$ cat config.mk
export PLATFORM = sky130hd
export DESIGN_NAME = traffic_phase_sequencer
export DESIGN_NICKNAME = d
export VERILOG_FILES = /design/src/rtl/traffic_pkg.sv /design/src/rtl/traffic_phase_sequencer_pwm_gen.sv /design/src/rtl/traffic_phase_sequencer.sv
export SDC_FILE = /design/constraint.sdc
export NUM_CORES = 1
export LEC_CHECK = 0
export ABC_CLOCK_PERIOD_IN_PS = 3450
export CORE_MARGIN = 1.5
export CORE_UTILIZATION = 55
export DETAILED_ROUTE_END_ITERATION = 6
export PLACE_DENSITY_LB_ADDON = 0.15
export SLEW_MARGIN = 20
export SYNTH_ARGS = -nofsm -noshare
export SYNTH_HDL_FRONTEND = slang
export SYNTH_HIERARCHICAL = 1
export SYNTH_SLANG_ARGS = --single-unit
$ cat constraint.sdc
create_clock -name clk -period 3.45 [get_ports clk]
set_input_delay 0.69 -clock clk [delete_from_list [all_inputs] [get_ports clk]]
set_output_delay 0.69 -clock clk [all_outputs]
set_load 0.01 [all_outputs]
$ cat src/rtl/traffic_pkg.sv
// Shared phase encoding and the time-to-phase band decoder for the traffic sequencer.
package traffic_pkg;

  localparam logic [2:0] PH_A_GREEN  = 3'd0;
  localparam logic [2:0] PH_A_YELLOW = 3'd1;
  localparam logic [2:0] PH_A_ALLRED = 3'd2;
  localparam logic [2:0] PH_B_GREEN  = 3'd3;
  localparam logic [2:0] PH_B_YELLOW = 3'd4;
  localparam logic [2:0] PH_B_ALLRED = 3'd5;

  // Map a cycle position to its phase; road B occupies the second half of the cycle.
  function automatic logic [2:0] band(input int t, input int g, input int y, input int r);
    int half;
    half = g + y + r;
    if (t < g)                 return PH_A_GREEN;
    else if (t < g + y)        return PH_A_YELLOW;
    else if (t < half)         return PH_A_ALLRED;
    else if (t < half + g)     return PH_B_GREEN;
    else if (t < half + g + y) return PH_B_YELLOW;
    else                       return PH_B_ALLRED;
  endfunction

endpackage

$ cat src/rtl/traffic_phase_sequencer_pwm_gen.sv
// PWM dim strobe generator: clock divider, 3-bit step counter, registered duty compares.
module pwm_gen #(
  parameter int PWM_DIV = 1
) (
  input  logic clk,
  input  logic rst_n,
  output logic pwm_12p5,
  output logic pwm_25
);

  localparam int DW = (PWM_DIV > 1) ? $clog2(PWM_DIV) : 1;

  logic [DW-1:0] div_q, div_d;
  logic [2:0]    cnt_q, cnt_d;
  logic          step;
  logic          p12_q, p12_d;
  logic          p25_q, p25_d;

  // Divider wrap advances the counter; duty outputs are compared from the current count.
  always_comb begin
    step  = (div_q == DW'(PWM_DIV - 1));
    div_d = step ? '0 : div_q + DW'(1);
    cnt_d = step ? cnt_q + 3'd1 : cnt_q;
    p25_d = (cnt_q < 3'd2);
    p12_d = (cnt_q == 3'd0);
  end

  // State and registered outputs, cleared by reset.
  always_ff @(posedge clk or negedge rst_n) begin
    if (!rst_n) begin
      div_q <= '0;
      cnt_q <= '0;
      p12_q <= 1'b0;
      p25_q <= 1'b0;
    end else begin
      div_q <= div_d;
      cnt_q <= cnt_d;
      p12_q <= p12_d;
      p25_q <= p25_d;
    end
  end

  assign pwm_12p5 = p12_q;
  assign pwm_25   = p25_q;

endmodule

$ cat src/rtl/traffic_phase_sequencer.sv
// Two-road traffic light time base: tick prescaler, cycle position timer with pedestrian
// green cuts and acknowledges, plus PWM dim strobes.
module traffic_phase_sequencer
  import traffic_pkg::*;
#(
  parameter int CLK_HZ  = 100_000_000,
  parameter int TICK_HZ = 10,
  parameter int G_T     = 40,
  parameter int Y_T     = 8,
  parameter int R_T     = 2,
  parameter int MIN_G_T = 10,
  parameter int PWM_DIV = 1
) (
  input  logic       clk,
  input  logic       rst_n,
  input  logic       ped_req_a,
  input  logic       ped_req_b,
  input  logic       hold,
  output logic [6:0] phase_time,
  output logic [2:0] phase,
  output logic       tick,
  output logic       ped_ack_a,
  output logic       ped_ack_b,
  output logic       pwm_12p5,
  output logic       pwm_25
);

  localparam int TICKS = CLK_HZ / TICK_HZ;
  localparam int PRE_W = $clog2(TICKS);
  localparam int HALF  = G_T + Y_T + R_T;

  logic [PRE_W-1:0] pre_q, pre_d;
  logic             tick_ev;
  logic [6:0]       time_q, time_d;
  logic [2:0]       phase_q, phase_d;
  logic             tick_q, tick_d;
  logic             pend_a_q, pend_a_d, pend_b_q, pend_b_d;
  logic             ack_a_q, ack_a_d, ack_b_q, ack_b_d;
  logic             cut_a, cut_b, serve_a, serve_b;

  // Prescaler: held at zero during hold so no tick can escape a maintenance freeze.
  always_comb begin
    tick_ev = !hold && (pre_q == PRE_W'(TICKS - 1));
    if (hold || tick_ev) pre_d = '0;
    else                 pre_d = pre_q + PRE_W'(1);
  end

  // Phase timer: cut an active green once its minimum has elapsed, else step with wrap.
  always_comb begin
    cut_a  = pend_a_q && (phase_q == PH_A_GREEN) && (time_q >= 7'(MIN_G_T - 1));
    cut_b  = pend_b_q && (phase_q == PH_B_GREEN) && (time_q >= 7'(HALF + MIN_G_T - 1));
    time_d = time_q;
    if (tick_ev) begin
      if (cut_a)                            time_d = 7'(G_T);
      else if (cut_b)                       time_d = 7'(HALF + G_T);
      else if (time_q == 7'(2 * HALF - 1))  time_d = '0;
      else                                  time_d = time_q + 7'd1;
    end
    phase_d = band(int'(time_d), G_T, Y_T, R_T);
    tick_d  = tick_ev;
  end

  // Pedestrian requests: served on the tick that enters the other road's green.
  always_comb begin
    serve_a  = tick_ev && (time_d == 7'(HALF));
    serve_b  = tick_ev && (time_d == 7'd0);
    pend_a_d = serve_a ? 1'b0 : (pend_a_q | ped_req_a);
    pend_b_d = serve_b ? 1'b0 : (pend_b_q | ped_req_b);
    ack_a_d  = serve_a;
    ack_b_d  = serve_b;
  end

  // State registers; reset drops back to the start of A green and forgets requests.
  always_ff @(posedge clk or negedge rst_n) begin
    if (!rst_n) begin
      pre_q    <= '0;
      time_q   <= '0;
      phase_q  <= PH_A_GREEN;
      tick_q   <= 1'b0;
      pend_a_q <= 1'b0;
      pend_b_q <= 1'b0;
      ack_a_q  <= 1'b0;
      ack_b_q  <= 1'b0;
    end else begin
      pre_q    <= pre_d;
      time_q   <= time_d;
      phase_q  <= phase_d;
      tick_q   <= tick_d;
      pend_a_q <= pend_a_d;
      pend_b_q <= pend_b_d;
      ack_a_q  <= ack_a_d;
      ack_b_q  <= ack_b_d;
    end
  end

  pwm_gen #(.PWM_DIV(PWM_DIV)) u_pwm (
    .clk      (clk),
    .rst_n    (rst_n),
    .pwm_12p5 (pwm_12p5),
    .pwm_25   (pwm_25)
  );

  assign phase_time = time_q;
  assign phase      = phase_q;
  assign tick       = tick_q;
  assign ped_ack_a  = ack_a_q;
  assign ped_ack_b  = ack_b_q;

endmodule
Word level (Yosys, flattened, before mapping):

Index checks and enable logic that the tools add are counted.
W data, S select, Z words.

* register bits after elaboration: 45
* bits in latches: 0
* memory bits (writable): 0
* memory bits (read-only): 0
* output and inout port bits: 15
* logic and storage cells: 55
* memories kept: 0

* $add $sub $neg: 4
* multiply operators: 0
* divide/modulo/power cells: 0
* magnitude comparators: 8
* equality and inequality tests: 4
* shift operators: 0
* multiplexer cells: 13
* bitwise operators: 2
* reduce and logical (&&, ||, !) cells: 12

Operator list (number)
* $mux W7: 4
* $add A24 B1 Y24 const B: 1
* $eq A24 B24 Y1 const B: 1
* $mux W24: 1
* $lt A7 B6 Y1 const B: 3
* $lt A7 B7 Y1 const B: 2
* $mux W3: 4
* $add A7 B1 Y7 const B: 1
* $eq A7 B6 Y1 const B: 1
* $eq A7 B7 Y1 const B: 1
* $ge A7 B4 Y1 const B: 1
* $ge A7 B6 Y1 const B: 1
* $logic_and A1 B1 Y1: 7
* $logic_not A7 Y1: 1
* $logic_not A3 Y1: 2
* $mux W1: 4
* $add A3 B1 Y3 const B: 1
* $eq A3 B2 Y1 const B: 1
* $lt A3 B2 Y1 const B: 1
* $or A1 B1 Y1: 2
* $add A1 B1 Y1 const B: 1
* $logic_not A1 Y1: 1
* $logic_or A1 B1 Y1: 1

Longest topological paths before layout:

Gate-level depths: netlist of the first run.

* depth in word-level cells: 12
* depth in mapped cells: 9

Cells and area by module:

Netlist of the first run, hierarchy kept.

Modules (own cells, without submodules)
* traffic_phase_sequencer: times used 1, cells each 233, area an instance 2228.4 um2, sequential area each 975.9 um2
* pwm_gen: times used 1, cells each 12, area an instance 178.9 um2, sequential area each 125.1 um2

Worst setup path before layout of the first run:

OpenSTA, ideal clock, no wires.

* path type: flip-flop to flip-flop
* start point: register time_q[1], in the netlist phase_time[1]
* end point: register pend_b_q
* library setup time: 0.126 ns
* data arrival time: 2.529 ns
* setup slack: 0.795 ns
* stages on the path, launching flop included: 10
* clock period less this slack: 2.655 ns
* cells stage by stage: dfrtp_1 -> inv_1 -> ha_1 -> o41a_1 -> o41ai_4 -> o21a_1 -> o21a_2 -> inv_2 -> or4_1 -> o32a_1

* word-level cells in the longest chain between the ends: 8
* elaborated cells on any way between the ends: 13
* those cells by class: add/sub (1); order compare (2); eq/ne (1); mux (5); reduce/logical (4)

Ends and longest elaborated chain
* start: declaration: RTL line traffic_phase_sequencer.sv:34 `logic [6:0] time_q, time_d;`
* start signal: assignment: RTL line traffic_phase_sequencer.sv:86 `time_q <= time_d;`
* $add A7 B1 Y7 (tied with other cells): RTL line traffic_phase_sequencer.sv:57 `else time_d = time_q + 7'd1;`
* $mux W7 or $logic_and A1 B1 Y1 (tied branches): RTL line traffic_phase_sequencer.sv:56, traffic_phase_sequencer.sv:51
* $mux W7: RTL line traffic_phase_sequencer.sv:55 `else if (cut_b) time_d = 7'(HALF + G_T);`
* $mux W7 *: RTL line traffic_phase_sequencer.sv:54 `if (cut_a) time_d = 7'(G_T);`
* $mux W7 *: RTL line traffic_phase_sequencer.sv:53 `if (tick_ev) begin`
* named net time_d[5]: RTL line traffic_phase_sequencer.sv:34
* $logic_not A7 Y1 *: RTL line traffic_phase_sequencer.sv:66 `serve_b = tick_ev && (time_d == 7'd0);`
* $logic_and A1 B1 Y1 *: RTL line traffic_phase_sequencer.sv:66
* $mux W1 *: RTL line traffic_phase_sequencer.sv:68 `pend_b_d = serve_b ? 1'b0 : (pend_b_q | ped_req_b);`
* named net pend_b_d: RTL line traffic_phase_sequencer.sv:37 `logic pend_a_q, pend_a_d, pend_b_q, pend_b_d;`
* end signal: assignment: RTL line traffic_phase_sequencer.sv:90 `pend_b_q <= pend_b_d;`
* end: declaration: RTL line traffic_phase_sequencer.sv:37

The timed path passes the listed nets; every way through them passes the cells marked *.
A chain may end at the register's enable or synchronous reset.

Worst setup path after layout of the first run:

* start point: register time_q[0], in the netlist phase_time[0]
* end point: register pend_b_q

The elaborated chain is that of the path after synthesis.

==> results.toml, run 1 <==
[sta]
hold_viol = 0
max_freq_mhz = 351.2
slew_headroom_pct = 50.17
tightest_slew_ns = 0.7406
finalWorstSetupSlack_ns = 0.6027
drv_slew = 0
fin_skew_ns = 0.004081
layout_min_cycle_time_ns = 2.847
setup-violations-final = 0
rsz0062_at_grt = "false"
fin_crit_sh_pct = 82.53
worst_hold_slack_ns = 0.2579
tns_ns = 0

[die]
rows = 23
dieArea_um2 = 4783
start_util_pct = 58.50
ios = 20
fp.dieH_um = 69.16
die_w_um = 69.16
coreArea_um2 = 4115

[clock_network]
clock_sinks = 44
post_cts_resized = 0
cts_setup_buffers = 0
clock_latency_ns = 0.29
h-tree-depth = 2
ctsRootBufferMaster = "clkbuf_8"
numCtsBuffers = 5
cts_buffer_depth = 2
cts_tree = "done"
cts_hold_buf = 0
path_clk_slew_ns = 0.08

[finish]
final_cell_mix = "dfrtp_1, nor2_1, nand2_1"
area_growth_pct = 14.19
drive_gt1_share_pct = 10.45
post-route-util_pct = 66.80
mostFrequentLayoutCell = "dfrtp_1"
n_antenna_cell = 0
layout.nets = 277
fillCellCount = 334

[critical_path]
crit_arrival_ns = 3.03
r2r_setup_slack_ns = 0.60
r2r_cells = 8
cp_max_fo = 10
start_kind = "register"
crit_type = "register to register"
required_ns = 3.63
end_kind = "register"
r2r-start = "phase_time[0]"
rr_endpoint = "pend_b_q"

[power_and_ir_drop]
peakVddDrop_v = 0.0002639
p_leak_nw = 1.186
power_density_nw_per_um2 = 320.4
power_mw = 0.8806

[grt]
grt_pass1_wl_um = 8286
grt_util_all_layers_pct = 21.39
overflow = 0
grt_pass1_vias = 1695
grt_max_degree = 45
antenna_found_initial = 0

[logic_synthesis]
ys_async_sr_fraction_pct = 100.0
ys_warn_count = 6
ys_ff_latch = 44
synth.cell_area_um2 = 2407
syn_nets = 255
syn-instance-count = 245
ys_seq_area_share_pct = 45.74
synth_flop_cell = "dfrtp_1"
netlist-cell-type-count = 55
synth_edf_count = 0
syn_area_per_cell_um2 = 9.826

[detailed_routing]
dr.pass1.iters = 4
drc_errors = 0
drt-initial-drc-count = 113
drt-total-wl_um = 4783
vias = 1862
ant_nets = 0
routedWlPerCell_um = 15.04
vias_per_cell = 5.855

[run_status]
status = "complete, no violations"

[min_path]
hold_path.class = "input port to asynchronous set/reset pin"

[run]
maxCapViolations = 0

[place]
gp_congestion = 0.8385
dp_slack_ns = 0.5095
post-dp-hpwl_um = 3386
port_buffers = 19
## power by group
group | switching (mW) | total, mW | internal [mW]
Sequential | 0.00353 | 0.521 | 0.518
Combinational | 0.0185 | 0.0281 | 0.00966
Clock | 0.171 | 0.331 | 0.160
Total | 0.193 | 0.881 | 0.687
## sequential cells by signal, indices dropped and copies added, names as in the netlist
register,cells
ped_ack_a,1
ped_ack_b,1
pend_a_q,1
pend_b_q,1
phase,3
phase_time,7
pre_q,24
tick,1
u_pwm/cnt_q,3
u_pwm/pwm_12p5,1
u_pwm/pwm_25,1
## cell usage after synthesis (all sizes together), types with 3 or more instances
master / count / area [µm²]
a21oi: 6 / 33.78
and2: 3 / 18.77
and3: 8 / 50.05
and4: 3 / 27.53
and4b: 3 / 30.03
clkbuf: 4 / 15.01
dfrtp: 44 / 1101
ha: 5 / 62.56
inv: 9 / 33.78
nand2: 21 / 78.83
nand3: 15 / 75.07
nand4: 7 / 43.79
nand4b: 3 / 41.29
nor2: 33 / 123.9
nor3: 3 / 15.01
nor4: 4 / 31.28
nor4b: 4 / 41.29
o21a: 5 / 38.79
o21ai: 7 / 35.03
o31ai: 5 / 37.54
or2: 3 / 18.77
xnor2: 4 / 35.03
xor2: 18 / 157.7
## metal layers
metal	global-route usage, %	vias up	wire length [µm]
li1	-	924	-
met3	4.386	4	164
met1	31.77	901	2345
met5	0	-	0
met4	6.536	0	35
met2	31.52	33	2238
## how the worst max path moves through the flow
stage,start,endpoint,slack [ns]
6_report,phase_time[0],pend_b_q,0.60
3_5_place_dp,hold,phase[0],0.51
2_1_floorplan,phase_time[1],pend_b_q,0.79
4_1_cts,phase_time[1],pend_b_q,0.60
5_1_grt,phase_time[0],pend_b_q,0.42
3_3_place_gp,hold,phase[0],0.56
## stage by stage
stage	area [µm²]	instances
5_1_grt	2749	318
6_report	2749	318
3_3_place_gp	2636	309
3_5_place_dp	2636	309
4_1_cts	2729	317
2_1_floorplan	2407	245
## cell families after synthesis
group	count (synthesis)	synth area share, %
simple gates	120	28.02
flops	44	45.74
compound gates	38	12.53
xor+xnor	22	8.004
buf+inv	15	2.702
fa+ha+maj	5	2.599
mux	1	0.4158
## cell type report
cell class	instances	area, µm²	area share [%]
clock buffer	6	82.58	3.004
sequential	44	1101	40.05
multi-input combinational	186	1246	45.33
timing repair buffer	21	212.7	7.738
inverter	9	33.78	1.229
clock inverter	2	10.01	0.3641
tap	50	62.56	2.276
## critical path, cell delays in order (launching register included)
cell      delay [ns]
dfrtp_1         0.50
ha_1            0.36
a211oi_1        0.40
o21ba_2         0.24
o21ai_0         0.08
a21oi_1         0.18
a21oi_2         0.09
or4_1           0.58
o32a_1          0.30
Power figures use the tool's default switching activity.
==> run 2: changes to the inputs <==
--- a/config.mk
+++ b/config.mk
@@ -5,9 +5,9 @@
 export SDC_FILE = /design/constraint.sdc
 export NUM_CORES = 1
 export LEC_CHECK = 0
-export ABC_CLOCK_PERIOD_IN_PS = 3450
+export ABC_CLOCK_PERIOD_IN_PS = 2500
 export CORE_MARGIN = 1.5
-export CORE_UTILIZATION = 55
+export CORE_UTILIZATION = 52
 export DETAILED_ROUTE_END_ITERATION = 6
 export PLACE_DENSITY_LB_ADDON = 0.15
 export SLEW_MARGIN = 20
==> constraint.sdc (replaced) <==
create_clock -name clk -period 2.5 [get_ports clk]
set_input_delay 0.5 -clock clk [delete_from_list [all_inputs] [get_ports clk]]
set_output_delay 0.5 -clock clk [all_outputs]
set_load 0.01 [all_outputs]
==> run 2 against run 1 <==
Against the previous run: the flow now finishes with violations (setup timing); power increased by 40%; count of clock-buffer cells in the layout decreased by 1; sequential share of layout area decreased by 6.3 points; largest power group unchanged; combinational power increased by 57%; die area increased by 5.5%.
==> results.toml, run 2 (synthesis gave the netlist of run 1 again) <==
[die]
ios = 20
rows = 24
dieArea_um2 = 5047
coreArea_um2 = 4414
start_util_pct = 54.54
die_w_um = 71.04
fp.dieH_um = 71.04

[clock_network]
cts_tree = "done"
clock_sinks = 44
path_clk_slew_ns = 0.09
numCtsBuffers = 5
ctsRootBufferMaster = "clkbuf_8"
cts_buffer_depth = 2
clock_latency_ns = 0.30
h-tree-depth = 2
cts_hold_buf = 0

[finish]
area_growth_pct = 35.86
fin_cells = 372
n_antenna_cell = 0
final_cell_mix = "buf_4, dfrtp_1, nor2_1"
largest_reg_flops = 24
mostFrequentLayoutCell = "buf_4"
regMostFlops = "pre_q"
layout.nets = 329
drive_gt1_share_pct = 30.00

[sta]
worst_hold_slack_ns = 0.3405
max_freq_mhz = 393.8
tns_ns = -0.03943
slew_headroom_pct = 36.15
fin_crit_sh_pct = 101.6
setup-violations-final = 1
finalWorstSetupSlack_ns = -0.03943
fin_skew_ns = 0.006243
hold_viol = 0
rsz0062_at_grt = "true"
tightest_slew_ns = 0.9578
layout_min_cycle_time_ns = 2.539
drv_slew = 0

[detailed_routing]
vias = 2100
vias_per_cell = 5.645
ant_nets = 0
dr.pass1.iters = 4
drc_errors = 0
drt-initial-drc-count = 151
drt-total-wl_um = 5690
routedWlPerCell_um = 15.30

[place]
port_buffers = 19
dp_cells = 355
gp_congestion = 0.8948
dp_slack_ns = -0.2051
post-dp-hpwl_um = 3978

[run]
maxCapViolations = 0

[power_and_ir_drop]
peakVddDrop_v = 0.0003323
power_density_nw_per_um2 = 375.8
p_leak_nw = 1.463

[min_path]
hold_path.class = "input port to asynchronous set/reset pin"

[grt]
antenna_found_initial = 0
grt_pass1_wl_um = 9439
grt_max_degree = 45
grt_pass1_vias = 2011
overflow = 0
grt_util_all_layers_pct = 23.77

[critical_path]
r2r_setup_slack_ns = -0.04
crit_type = "register to register"
start_kind = "register"
crit_arrival_ns = 2.73
required_ns = 2.69
cp_max_fo = 6
end_kind = "register"

[run_status]
violations = "setup timing"
status = "finished with violations"
[run 2: cell count changes in the layout (fill, tap and decap cells not counted), moves of 2 or more]
cell | previous run | this run
buf_4 | 1 | 52
buf_6 | 0 | 2
clkinv_2 | 2 | 0
dfrtp_1 | 44 | 42
dfrtp_2 | 0 | 2
inv_6 | 0 | 2
[run 2: layer usage]
metal	track usage [%]	vias up	routed length, µm	part of all wire [%]
li1	-	1032	-	-
met1	33.43	1029	2609	46
met2	38.53	37	2884	51
met3	4.274	2	171	3.0
met4	5.870	0	25	0.44
met5	0	-	0	0
[run 2: path summary, 6_finish.rpt]
path                                startpoint              to  cells after the start
max in group asynchronous                rst_n   phase_time[1]                      1
worst max register to register   phase_time[1]        pend_b_q                      9
min in group clk                u_pwm/cnt_q[0]  u_pwm/cnt_q[0]                      1
worst max-delay path             phase_time[1]        pend_b_q                      9
worst min register to register  u_pwm/cnt_q[0]  u_pwm/cnt_q[0]                      1
worst min-delay path                     rst_n       pre_q[13]                      1
[run 2: what timing repair did]
action / CTS / global route
buffers inserted: 2 / 7
gates resized for setup: 8 / 16
pin swaps: 3 / 5
gates cloned: 0 / 0
endpoints found under the setup margin: 3 / 7
[run 2: critical path, cell delays in order (launching register included)]
cell,delay [ns]
dfrtp_2,0.42
inv_2,0.07
ha_4,0.15
o41a_1,0.35
o41ai_4,0.28
buf_4,0.17
o21a_1,0.17
nand3_1,0.09
or4_4,0.44
o32a_1,0.29
[run 2: final cells by class]
cell class	instances	area, µm²
timing repair buffer	73	598.1
fill	324	1144
multi-input combinational	186	1375
tap	52	65.06
clock inverter	3	26.28
sequential	44	1104
inverter	9	33.78
clock buffer	5	68.82
[run 2: per-stage QoR]
stage                     total power, mW  cell area, µm²  utilization [%]
after floorplan                    0.7452            2409                -
after global placement             0.7760            2970            67.29
after detailed placement           0.7775            2970            67.29
after CTS                           1.243            3118            70.63
after global routing                1.275            3271            74.09
final                               1.229            3271            74.09
[run 2: power breakdown]
part | internal (mW) | switching, mW
Sequential | 0.715 | 0.00385
Combinational | 0.0160 | 0.0281
Clock | 0.205 | 0.261
